<file path="src/rtl/usr_io_pkg.sv">
// Shared types and default timing constants for the user key/switch input conditioner.
package usr_io_pkg;

  typedef enum logic [1:0] {
    KEY_RELEASED    = 2'd0,
    KEY_PRESS_DEB   = 2'd1,
    KEY_PRESSED     = 2'd2,
    KEY_RELEASE_DEB = 2'd3
  } key_state_t;

  localparam int unsigned DEB_CYC_50M  = 1_000_000;   // 20 ms at 50 MHz
  localparam int unsigned LONG_CYC_50M = 50_000_000;  // 1 s at 50 MHz

endpackage

</file>
<file path="src/rtl/debounce_channel.sv">
// One input channel: two-flop synchronizer, debounce counter and accepted (stable) level.
module debounce_channel #(
  parameter int unsigned DEBOUNCE_CYC = 1_000_000,
  parameter logic        RST_VAL      = 1'b0
) (
  input  logic fpga_clk_50,
  input  logic fpga_rst_n,
  input  logic raw_i,
  output logic synced_o,
  output logic level_o,
  output logic expire_o
);

  localparam int unsigned     CW       = $clog2(DEBOUNCE_CYC);
  localparam logic [CW-1:0]   CNT_LAST = CW'(DEBOUNCE_CYC - 1);

  logic          sync_q1;
  logic          sync_q2;
  logic          stable_q;
  logic [CW-1:0] cnt_q;

  always_ff @(posedge fpga_clk_50 or negedge fpga_rst_n) begin
    if (!fpga_rst_n) begin
      sync_q1  <= RST_VAL;
      sync_q2  <= RST_VAL;
      stable_q <= RST_VAL;
      cnt_q    <= '0;
    end else begin
      sync_q1 <= raw_i;
      sync_q2 <= sync_q1;
      if (sync_q2 == stable_q) begin
        cnt_q <= '0;
      end else if (cnt_q == CNT_LAST) begin
        stable_q <= sync_q2;
        cnt_q    <= '0;
      end else begin
        cnt_q <= cnt_q + CW'(1);
      end
    end
  end

  // Expiry alone is not an accept: the caller also requires synced != level.
  assign synced_o = sync_q2;
  assign level_o  = stable_q;
  assign expire_o = (cnt_q == CNT_LAST);

endmodule

</file>
<file path="src/rtl/usr_input_conditioner.sv">
// Debounces the PIO-driven keys and switches and derives press/release/long-press/change pulses.
//
// state           | meaning
// KEY_RELEASED    | debounced level high, synced input high
// KEY_PRESS_DEB   | synced low, waiting for the debounce counter to expire
// KEY_PRESSED     | debounced level low, long-press counter running
// KEY_RELEASE_DEB | synced high again, waiting for expiry; long counter keeps running
module usr_input_conditioner
  import usr_io_pkg::*;
#(
  parameter int unsigned N_KEY          = 3,
  parameter int unsigned N_SW           = 3,
  parameter int unsigned DEBOUNCE_CYC   = DEB_CYC_50M,
  parameter int unsigned LONG_PRESS_CYC = LONG_CYC_50M
) (
  input  logic             fpga_clk_50,
  input  logic             fpga_rst_n,
  input  logic [N_KEY-1:0] key_raw_i,
  input  logic [N_SW-1:0]  sw_raw_i,
  output logic [N_KEY-1:0] key_level_o,
  output logic [N_KEY-1:0] key_press_o,
  output logic [N_KEY-1:0] key_release_o,
  output logic [N_KEY-1:0] key_long_o,
  output logic [N_SW-1:0]  sw_level_o,
  output logic [N_SW-1:0]  sw_change_o
);

  localparam int unsigned   LW        = $clog2(LONG_PRESS_CYC);
  localparam logic [LW-1:0] LONG_LAST = LW'(LONG_PRESS_CYC - 1);
  localparam logic [LW-1:0] LONG_PREV = LW'(LONG_PRESS_CYC - 2);

  logic [N_KEY-1:0] key_sync;
  logic [N_KEY-1:0] key_exp;
  logic [N_SW-1:0]  sw_sync;
  logic [N_SW-1:0]  sw_exp;
  logic [N_SW-1:0]  sw_acc;

  for (genvar i = 0; i < N_KEY; i++) begin : g_key
    key_state_t    state_q;
    logic [LW-1:0] long_cnt_q;
    logic          press_q;
    logic          release_q;
    logic          long_q;
    logic          acc;

    debounce_channel #(
      .DEBOUNCE_CYC (DEBOUNCE_CYC),
      .RST_VAL      (1'b1)
    ) u_deb (
      .fpga_clk_50 (fpga_clk_50),
      .fpga_rst_n  (fpga_rst_n),
      .raw_i       (key_raw_i[i]),
      .synced_o    (key_sync[i]),
      .level_o     (key_level_o[i]),
      .expire_o    (key_exp[i])
    );

    assign acc = key_exp[i] & (key_sync[i] ^ key_level_o[i]);

    always_ff @(posedge fpga_clk_50 or negedge fpga_rst_n) begin
      if (!fpga_rst_n) begin
        state_q    <= KEY_RELEASED;
        long_cnt_q <= '0;
        press_q    <= 1'b0;
        release_q  <= 1'b0;
        long_q     <= 1'b0;
      end else begin
        press_q   <= 1'b0;
        release_q <= 1'b0;
        long_q    <= 1'b0;
        case (state_q)
          KEY_RELEASED: begin
            if (!key_sync[i]) state_q <= KEY_PRESS_DEB;
          end
          KEY_PRESS_DEB: begin
            if (acc) begin
              state_q    <= KEY_PRESSED;
              press_q    <= 1'b1;
              long_cnt_q <= '0;
            end else if (key_sync[i]) begin
              state_q <= KEY_RELEASED;
            end
          end
          KEY_PRESSED: begin
            if (key_sync[i]) state_q <= KEY_RELEASE_DEB;
          end
          KEY_RELEASE_DEB: begin
            if (acc) begin
              state_q   <= KEY_RELEASED;
              release_q <= 1'b1;
            end else if (!key_sync[i]) begin
              state_q <= KEY_PRESSED;
            end
          end
          default: state_q <= KEY_RELEASED;
        endcase
        // Saturating at LONG_LAST is what limits the long pulse to one per press.
        if ((state_q == KEY_PRESSED || state_q == KEY_RELEASE_DEB) && long_cnt_q != LONG_LAST) begin
          long_cnt_q <= long_cnt_q + LW'(1);
          if (long_cnt_q == LONG_PREV) long_q <= 1'b1;
        end
      end
    end

    assign key_press_o[i]   = press_q;
    assign key_release_o[i] = release_q;
    assign key_long_o[i]    = long_q;
  end

  for (genvar j = 0; j < N_SW; j++) begin : g_sw
    debounce_channel #(
      .DEBOUNCE_CYC (DEBOUNCE_CYC),
      .RST_VAL      (1'b0)
    ) u_deb (
      .fpga_clk_50 (fpga_clk_50),
      .fpga_rst_n  (fpga_rst_n),
      .raw_i       (sw_raw_i[j]),
      .synced_o    (sw_sync[j]),
      .level_o     (sw_level_o[j]),
      .expire_o    (sw_exp[j])
    );
  end

  assign sw_acc = sw_exp & (sw_sync ^ sw_level_o);

  always_ff @(posedge fpga_clk_50 or negedge fpga_rst_n) begin
    if (!fpga_rst_n) sw_change_o <= '0;
    else             sw_change_o <= sw_acc;
  end

endmodule

</file>
<file path="config.mk">
export PLATFORM = sky130hd
export DESIGN_NAME = usr_input_conditioner
export DESIGN_NICKNAME = d
export VERILOG_FILES = /design/src/rtl/usr_io_pkg.sv /design/src/rtl/debounce_channel.sv /design/src/rtl/usr_input_conditioner.sv
export SDC_FILE = /design/constraint.sdc
export NUM_CORES = 1
export LEC_CHECK = 0
export BUFFER_PORTS_ARGS = -buffer_cell sky130_fd_sc_hd__buf_2
export CAP_MARGIN = 20
export CORE_MARGIN = 2
export CORE_UTILIZATION = 63
export DETAILED_ROUTE_END_ITERATION = 10
export PLACE_DENSITY = 0.8
export REMOVE_ABC_BUFFERS = 1
export SLEW_MARGIN = 30
export SYNTH_ARGS = -nofsm -noshare
export SYNTH_HDL_FRONTEND = slang
export SYNTH_SLANG_ARGS = --single-unit
</file>
<file path="constraint.sdc">
create_clock -name fpga_clk_50 -period 3 [get_ports fpga_clk_50]
set_clock_uncertainty 0.2 [all_clocks]
set_input_delay 0.6 -clock fpga_clk_50 [delete_from_list [all_inputs] [get_ports fpga_clk_50]]
set_output_delay 0.6 -clock fpga_clk_50 [all_outputs]
set_load 0.03 [all_outputs]
</file>
Word-level counts from Yosys, hierarchy flattened
Cells that the tools add are included.
- register bits after elaboration: 234
- logic and storage cells: 186
- output and inout bits: 18
- input port bits: 8
- multiplexer cells: 57
- equality and inequality tests: 39
- add/subtract/negate cells: 9
- bitwise logic cells: 14
- reductions and logical operators: 27
- operators with widths (operator ; number):
    20-bit 2-to-1 mux ; 12
    26-bit 2-to-1 mux ; 9
    20-bit by 1-bit adder with 20-bit output (second input constant) ; 6
    20-bit equality test (second input constant) ; 6
    26-bit by 1-bit adder with 26-bit output (second input constant) ; 3
    26-bit equality test (second input constant) ; 3
    26-bit inequality test (second input constant) ; 3
    2-bit 2-to-1 mux ; 18
    2-bit case mux with 4 select lines ; 3
    2-bit AND reduction ; 9
    1-bit 2-to-1 mux ; 15
    2-bit equality test (second input constant) ; 6
    4-bit AND reduction ; 3
    2-bit nonzero test ; 6
    3-bit by 2-bit inequality test with 1-bit output (second input constant) ; 3
    3-bit inequality test (second input constant) ; 3
    1-bit equality test ; 6
    2-bit by 1-bit equality test with 1-bit output (second input constant) ; 3
    2-bit logical NOT ; 3
    2-bit by 1-bit inequality test with 1-bit output (second input constant) ; 3
    2-bit inequality test (second input constant) ; 3
    1-bit inverter ; 6
    1-bit bitwise AND ; 3
    3-bit bitwise AND ; 1
    4 further kinds ; 10

Longest topological paths before layout
Gate-level depths: netlist (run 1).
- word-level depth: 5
- gate-level depth with buffers: 8
- gate-level depth less buffers: 6

Cells and area by module
A second synthesis (run 1) with hierarchy kept.
- cell total of the unflattened synthesis: 1252
- area total of the unflattened synthesis: 12016.5 sq um
- modules (own cells, without submodules) (module ; cells each ; seq. area each (sq um) ; times used ; area an instance (sq um)):
    usr_input_conditioner ; 567 ; 2402.3 ; 1 ; 5303.8
    debounce_channel (g_key[0].u_deb ...) ; 114 ; 579.3 ; 3 ; 1119.8
    debounce_channel (g_sw[0].u_deb ...) ; 114 ; 575.6 ; 2 ; 1116.1
    debounce_channel (g_sw[1].u_deb) ; 115 ; 575.6 ; 1 ; 1121.1

Worst setup path before layout (run 1)
No wires, ideal clock.
- path type: flip-flop to flip-flop
- start: register g_key[0].u_deb.cnt_q[0]
- end: register g_key[0].long_cnt_q[17]
- arrival time: 2302 ps
- cell stages (with the launch flop): 8
- buffers on the path: 1
- library setup time: 126 ps
- setup slack: 372 ps
- clock period less this slack: 2628 ps
- data required time: 2674 ps
- path through: dfrtp_1 > ha_1 > nand2_1 > or4_1 > or4_4 > and2_4 > buf_6 > a221o_1
- longest elaborated chain between the ends: 4
- ends and longest elaborated chain (element ; RTL line ; text):
    start, declared ; debounce_channel.sv:20 ; logic [CW-1:0] cnt_q;
    start signal, assigned ; debounce_channel.sv:37 ; cnt_q <= cnt_q + CW'(1);
    20-bit equality test ; debounce_channel.sv:45 ; assign expire_o = (cnt_q == CNT_LAST);
    1-bit bitwise AND ; usr_input_conditioner.sv:58 ; assign acc = key_exp[i] & (key_sync[i] ^ key_level_o[i]);
    2-bit nonzero test (no line) ; - ;
    2-bit AND reduction (no line) ; - ;
    end signal, assigned ; usr_input_conditioner.sv:99 ; long_cnt_q <= long_cnt_q + LW'(1);
    end, declared ; usr_input_conditioner.sv:40 ; logic [LW-1:0] long_cnt_q;
No other way between the ends.
A chain may end at the register's enable or synchronous reset.

Worst setup path in the final report (run 1)
- start: register g_key[0].u_deb.cnt_q[0]
- end: register g_key[0].long_cnt_q[18]
The elaborated chain is that of the path after synthesis.

==> summary.md, run 1 <==
| Metric | Value |
|---|---|
| WL per Instance | 15.57 um |
| Top FF cell, synth | dfrtp_1 |
| CTS Sinks | 234 |
| Setup WS post-layout | 222.4 ps |
| Minimum clock period | 2778 ps |
| RePlAce Congestion | 0.8399 |
| Diode count | 0 |
| Starting density of the core | 63.78% |
| TritonCTS clock tree | yes |
| PwrDens | 489.1 nW/um^2 |
| Die ar. | 19920 um^2 |
| Pre-CTS setup slack | 217.3 ps |
| VDD IR-drop max | 0.5924 mV |
| Total CTS buffers | 25 |
| Leakage | 5.912 nW |
| Post-Route WL | 23290 um |
| Hold Crit Start | g_sw[1].u_deb.sync_q1 |
| DRT antenna net count | 0 |
| CTS max path bufs | 3 |
| Hold_buf cts | 7 |
| Number of max-cap violations | 0 |
| Top cell type's share of synthesized area | 47.51% |
| Global route overflow | 0 |
| Largest net degree at the start of global routing | 77 |
| Layout cell share with drive strength beyond 1 | 8.875% |
| Slew HR | 37.51% |
| Arrival @ worst endpoint | 2970 ps |
| Slew Viols, Final | 0 |
| Global Route Usage Sum | 23.75% |
| Ys async rst share | 100.0% |
| CP endpoint kind | register |
| Syn Inst Count | 1229 |
| Worst reg2reg path startpoint | g_key[0].u_deb.cnt_q[0] |
| Post-synth EDFFs | 0 |
| Hold Path Class | reg2reg |
| Overall die width | 141.2 um |
| Crit-path cells | ha_1, nand2_1, or4_1, or4_4, and2_4, a221o_1 |
| Worst-Skew Late Latency | 510 ps |
| Clock-pin slew on the worst setup and hold paths | 60 ps |
| Unrepaired setup endpoints after global routing | false |
| Final #Nets | 1264 |
| Pwr Total | 6.363 mW |
| IO buf count | 25 |
| DR DRC count | 0 |
| I/O pin cnt | 26 |
| Warnings from Yosys | 0 |
| Slowest CP cell | or4_4 |
| Row cnt | 50 |
| Required @ worst endpoint | 3190 ps |
| Initial DRC Count | 604 |
| Crit start category | register |
| Chip height | 141.2 um |
| Area leader, netlist | dfrtp_1 |
| Core Area | 18580 um^2 |
| Placed cell count | 1444 |
| Count of final setup violators | 0 |
| First-pass GRT wire length | 40260 um |
| Placed Area | 12130 um^2 |
| Sequential element share of the synthesized area | 49.51% |
| Initial antenna violation count | 0 |
| Count of cell types in the netlist | 60 |
| Netlist Area Pre-Place | 11850 um^2 |
| H-tree lvl count | 1 |
| Final non-filler cell total | 1496 |
| Crit-path max cell delay | 570 ps |
| CP Max Fanout | 20 |
| TritonRoute pass-1 iters | 5 |
| Drt via density | 6.031 |
| Outcome | complete, no violations |
| Setup TNS | 0 ps |
| Area grow syn2layout | 9.798% |
| Post-route cell area | 13010 um^2 |
| Syn Area/Cell | 9.642 um^2 |
| Setup CP Type | reg2reg |
| Fin. Hold Viols | 0 |
| Setup bufs post-CTS | 0 |
| Layout fillers | 1378 |
| Synth area leaders | dfrtp_1 48%, nor2_1 5.3%, xnor2_1 5.2% |
| Vias | 9023 |
| F_max | 360.0 MHz |
| Root Buffer | clkbuf_16 |
| Register bit total from synthesis | 234 |
| Final period utilization | 92.59% |
| Worst setup path start | g_key[0].u_deb.cnt_q[0] |
| Hpwl dp | 15250 um |
| Worst slew pin tran | 937.4 ps |
| Post_cts resized | 0 |
| Vias in the first global route | 8752 |
power breakdown:
group          switching (mW)  internal (mW)
registers              0.0271           3.19
clock network            1.20           1.79
logic                   0.110         0.0460
worst max-delay path: cells and delay by family, from the launching register on:
| kind | cells | cell delay, ps |
|---|---|---|
| fa+ha+maj | 1 | 220 |
| flops | 1 | 390 |
| compound gates | 1 | 370 |
| simple gates | 4 | 1470 |
synth_stat cells, drive strengths merged, types with 7 or more instances:
| cell | instances |
|---|---|
| or4 | 16 |
| dfrtp | 225 |
| a21oi | 15 |
| and4 | 16 |
| nand4 | 45 |
| clkbuf | 38 |
| nor2 | 167 |
| or3 | 14 |
| buf | 25 |
| and2 | 13 |
| and3 | 60 |
| xnor2 | 71 |
| nand2 | 86 |
| dfstp | 9 |
| nor4 | 28 |
| nand3 | 86 |
| o21ai | 23 |
| xor2 | 55 |
| a221o | 12 |
| nor3 | 63 |
| inv | 32 |
| a31oi | 7 |
| ha | 12 |
| a21o | 11 |
| a211o | 31 |
| or2 | 7 |
through the flow:
| step | util [%] | hold WS, ps |
|---|---|---|
| 4_1_cts | 69.99 | 149.7 |
| 3_5_place_dp | 65.28 | 136.5 |
| 6_report | 70.03 | 150.5 |
| 3_3_place_gp | 65.28 | 133.1 |
| 5_1_grt | 70.03 | 160.4 |
| 2_1_floorplan | - | 104.4 |
path summary, 6_finish.rpt:
| check | endpoint | slack (ps) | cells after the start |
|---|---|---|---|
| max | g_key[0].long_cnt_q[18] | 220 | 6 |
| min | g_sw[1].u_deb.synced_o | 150 | 0 |
| max reg2reg | g_key[0].long_cnt_q[18] | 220 | 6 |
| min reg2reg | g_sw[1].u_deb.synced_o | 150 | 0 |
| max in group asynchronous | g_key[2].u_deb.synced_o | 1410 | 3 |
| min in group asynchronous | g_sw[0].u_deb.cnt_q[18] | 430 | 2 |
layout make-up:
cell class | count | area, um^2 | area share (%)
Tap cell | 234 | 292.8 | 2.250
Timing Repair Buffer | 51 | 372.9 | 2.866
Inverter | 33 | 123.9 | 0.9520
Sequential cell | 234 | 5867 | 45.09
Multi-Input combinational cell | 899 | 5549 | 42.65
Clock buffer | 39 | 748.2 | 5.751
Clock inverter | 6 | 57.56 | 0.4424
placed cells by master (no fill, tap or decap), types with 26 or more instances in the layout:
master	netlist	layout
a211o_1	31	31
nand2_1	86	86
nor3_1	63	63
xor2_1	55	55
nor2_1	167	167
inv_1	32	32
and3_1	60	60
nor4_1	27	26
nand3_1	85	85
nand4_1	45	45
xnor2_1	71	71
dfrtp_1	225	225
per-layer routing:
layer | up-vias | global-route usage, % | routed length (um)
met5 | - | 0 | 0
met3 | 30 | 3.431 | 864
met2 | 160 | 39.32 | 11280
met1 | 4431 | 33.50 | 10850
li1 | 4402 | - | -
met4 | 0 | 5.737 | 300
sequential cells by signal, indices dropped and copies added (netlist names), 6 cells and up:
signal and count:
g_key.long_cnt_q 78, g_key.state_q 6, g_key.u_deb.cnt_q 60, g_sw.u_deb.cnt_q 60
cell families (layout without fill, tap and decap cells):
family,after synthesis,in the layout,share of synthesized area (%)
simple gates,625,625,27.15
compound gates,127,127,8.225
buf+inv,96,129,3.717
xor+xnor,126,126,9.313
fa+ha+maj,12,12,1.267
mux,9,9,0.8235
flops,234,234,49.51
Note: power is estimated with default switching activity, not from simulation.
==> inputs of run 2 (changes only) <==
- CORE_UTILIZATION: 63 -> 44
- PLACE_DENSITY: 0.8 -> not set
==> run 2 against run 1 <==
  * Global-route usage is 6.6 points lower
  * Clock-buffer cell count up 4
  * Clock power rose by 6%
  * Cell area is 1.9% higher
  * Sequential power barely moved
  * Highest routed layer unchanged
  * Sequential share of layout area decreased by 0.86 points
  * Flip-flop and latch count unchanged
  * Combinational power is essentially flat
  * First-iteration DRC count shrank 4.6%
  * Wire length is 2.5% higher
  * Final cell count increased by 8.0%
  * Critical path depth unchanged
  * Largest cell class unchanged
==> summary.md, run 2 (synthesis results as in run 1) <==
| Metric | Value |
|---|---|
| Post-route cell area | 13260 um^2 |
| Root Buffer | clkbuf_16 |
| Slowest CP cell | or4_4 |
| Largest regs | g_key.long_cnt_q x78, g_key.u_deb.cnt_q x60, g_sw.u_deb.cnt_q x60 |
| Hold Slack | 152.2 ps |
| CP endpoint kind | register |
| Vias in the first global route | 8673 |
| Final #Nets | 1275 |
| Initial antenna violation count | 0 |
| Drt via density | 5.568 |
| Crit-path max cell delay | 570 ps |
| TritonCTS clock tree | yes |
| Leakage | 5.982 nW |
| Diode count | 0 |
| Fin. Hold Viols | 0 |
| Arrival @ worst endpoint | 2950 ps |
| I/O pin cnt | 26 |
| Placed cell count | 1560 |
| Layout cell share with drive strength beyond 1 | 9.569% |
| Setup WS post-layout | 246.1 ps |
| Chip height | 168.1 um |
| Placed Area | 12330 um^2 |
| CTS Sinks | 234 |
| Outcome | complete, no violations |
| DRT antenna net count | 0 |
| DR DRC count | 0 |
| Delay-heaviest family, CP | simple AND/OR/NAND/NOR gates |
| WL per Instance | 14.77 um |
| Pre-CTS setup slack | 241.5 ps |
| Number of max-cap violations | 0 |
| Register area | 5867 um^2 |
| Worst-Skew Late Latency | 530 ps |
| TritonRoute pass-1 iters | 5 |
| Total CTS buffers | 27 |
| PwrDens | 493.6 nW/um^2 |
| Row cnt | 60 |
| Hold Path Class | reg2reg |
| RePlAce Congestion | 0.8116 |
| Setup TNS | 0 ps |
| F_max | 363.1 MHz |
| Most common cell after layout, fill and taps aside | dfrtp_1 |
| Initial DRC Count | 576 |
| Minimum clock period | 2754 ps |
| Hold_buf cts | 7 |
| Global Route Usage Sum | 17.17% |
| IO buf count | 25 |
| Die ar. | 28260 um^2 |
| VDD IR-drop max | 0.4443 mV |
| Setup CP Type | reg2reg |
| Slew Viols, Final | 0 |
| Layout fillers | 2436 |
| Slew HR | 43.74% |
| CTS max path bufs | 3 |
| Global route overflow | 0 |
| Reg-to-reg setup timing slack | 250 ps |
| Largest net degree at the start of global routing | 65 |
| Post_cts resized | 0 |
| Core Area | 26730 um^2 |
| Worst slew pin tran | 843.9 ps |
| Final period utilization | 91.80% |
| Crit start category | register |
| Overall die width | 168.1 um |
| Count of final setup violators | 0 |
| Area grow syn2layout | 11.93% |
| Multi-input gate area | 5543 um^2 |
| Clock-pin slew on the worst setup and hold paths | 60 ps |
| H-tree lvl count | 1 |
| Top reg by flops | g_key.long_cnt_q |
| Setup bufs post-CTS | 0 |
| Critical path buffer and inverter count | 0 |
| Vias | 8998 |
| First-pass GRT wire length | 41590 um |
| Crit-path cells | ha_1, nand2_1, or4_1, or4_4, and2_4, a221o_1 |
| Most frequent cells in the layout | 225 x dfrtp_1, 167 x nor2_1, 86 x nand2_1 |
| Unrepaired setup endpoints after global routing | false |
| Post-Route WL | 23870 um |
| Core Util, Final | 49.63% |
| Hpwl dp | 15570 um |
| Pwr Total | 6.547 mW |
| Required @ worst endpoint | 3200 ps |
| Starting density of the core | 44.34% |
| Max reg flops | 78 |
| CP Max Fanout | 20 |
| Final non-filler cell total | 1616 |
run 2: report_power, final:
| part | internal [mW] | leakage [nW] | switching [mW] |
|---|---|---|---|
| combinational | 0.0456 | 2.36 | 0.107 |
| clock | 1.91 | 0.424 | 1.27 |
| sequential | 3.19 | 3.20 | 0.0248 |
| total | 5.15 | 5.98 | 1.40 |
run 2: final cells by class:
cell class / count / share of cell area (%)
inverter: 33 / 0.9339
sequential: 234 / 44.23
clock buffer: 43 / 6.075
multi-input combinational: 899 / 41.79
clock inverter: 6 / 0.4339
timing repair buffer: 60 / 3.320
tap: 341 / 3.217
run 2: worst register-to-register path, stage by stage, from the launching register on:
cell and delay, ps:
dfrtp_1 390, ha_1 220, nand2_1 100, or4_1 530, or4_4 570, and2_4 250, a221o_1 370
run 2: routing by layer:
metal  wire, um  up-vias  global-route usage (%)
met1      11920     4403                   24.44
li1           -     4445                       -
met3        583       35                   2.280
met4        558        0                   4.535
met5          0        -                       0
met2      10820      115                   27.87
run 2: path summary, 6_finish.rpt:
path,depth (start not counted),from,endpoint
max,6,g_key[0].u_deb.cnt_q[0],g_key[0].long_cnt_q[16]
min,0,g_sw[0].u_deb.sync_q1,g_sw[0].u_deb.synced_o
max reg2reg,6,g_key[0].u_deb.cnt_q[0],g_key[0].long_cnt_q[16]
min reg2reg,0,g_sw[0].u_deb.sync_q1,g_sw[0].u_deb.synced_o
max in group asynchronous,3,fpga_rst_n,g_key[0].u_deb.sync_q1
min in group asynchronous,2,fpga_rst_n,g_sw[0].u_deb.cnt_q[16]
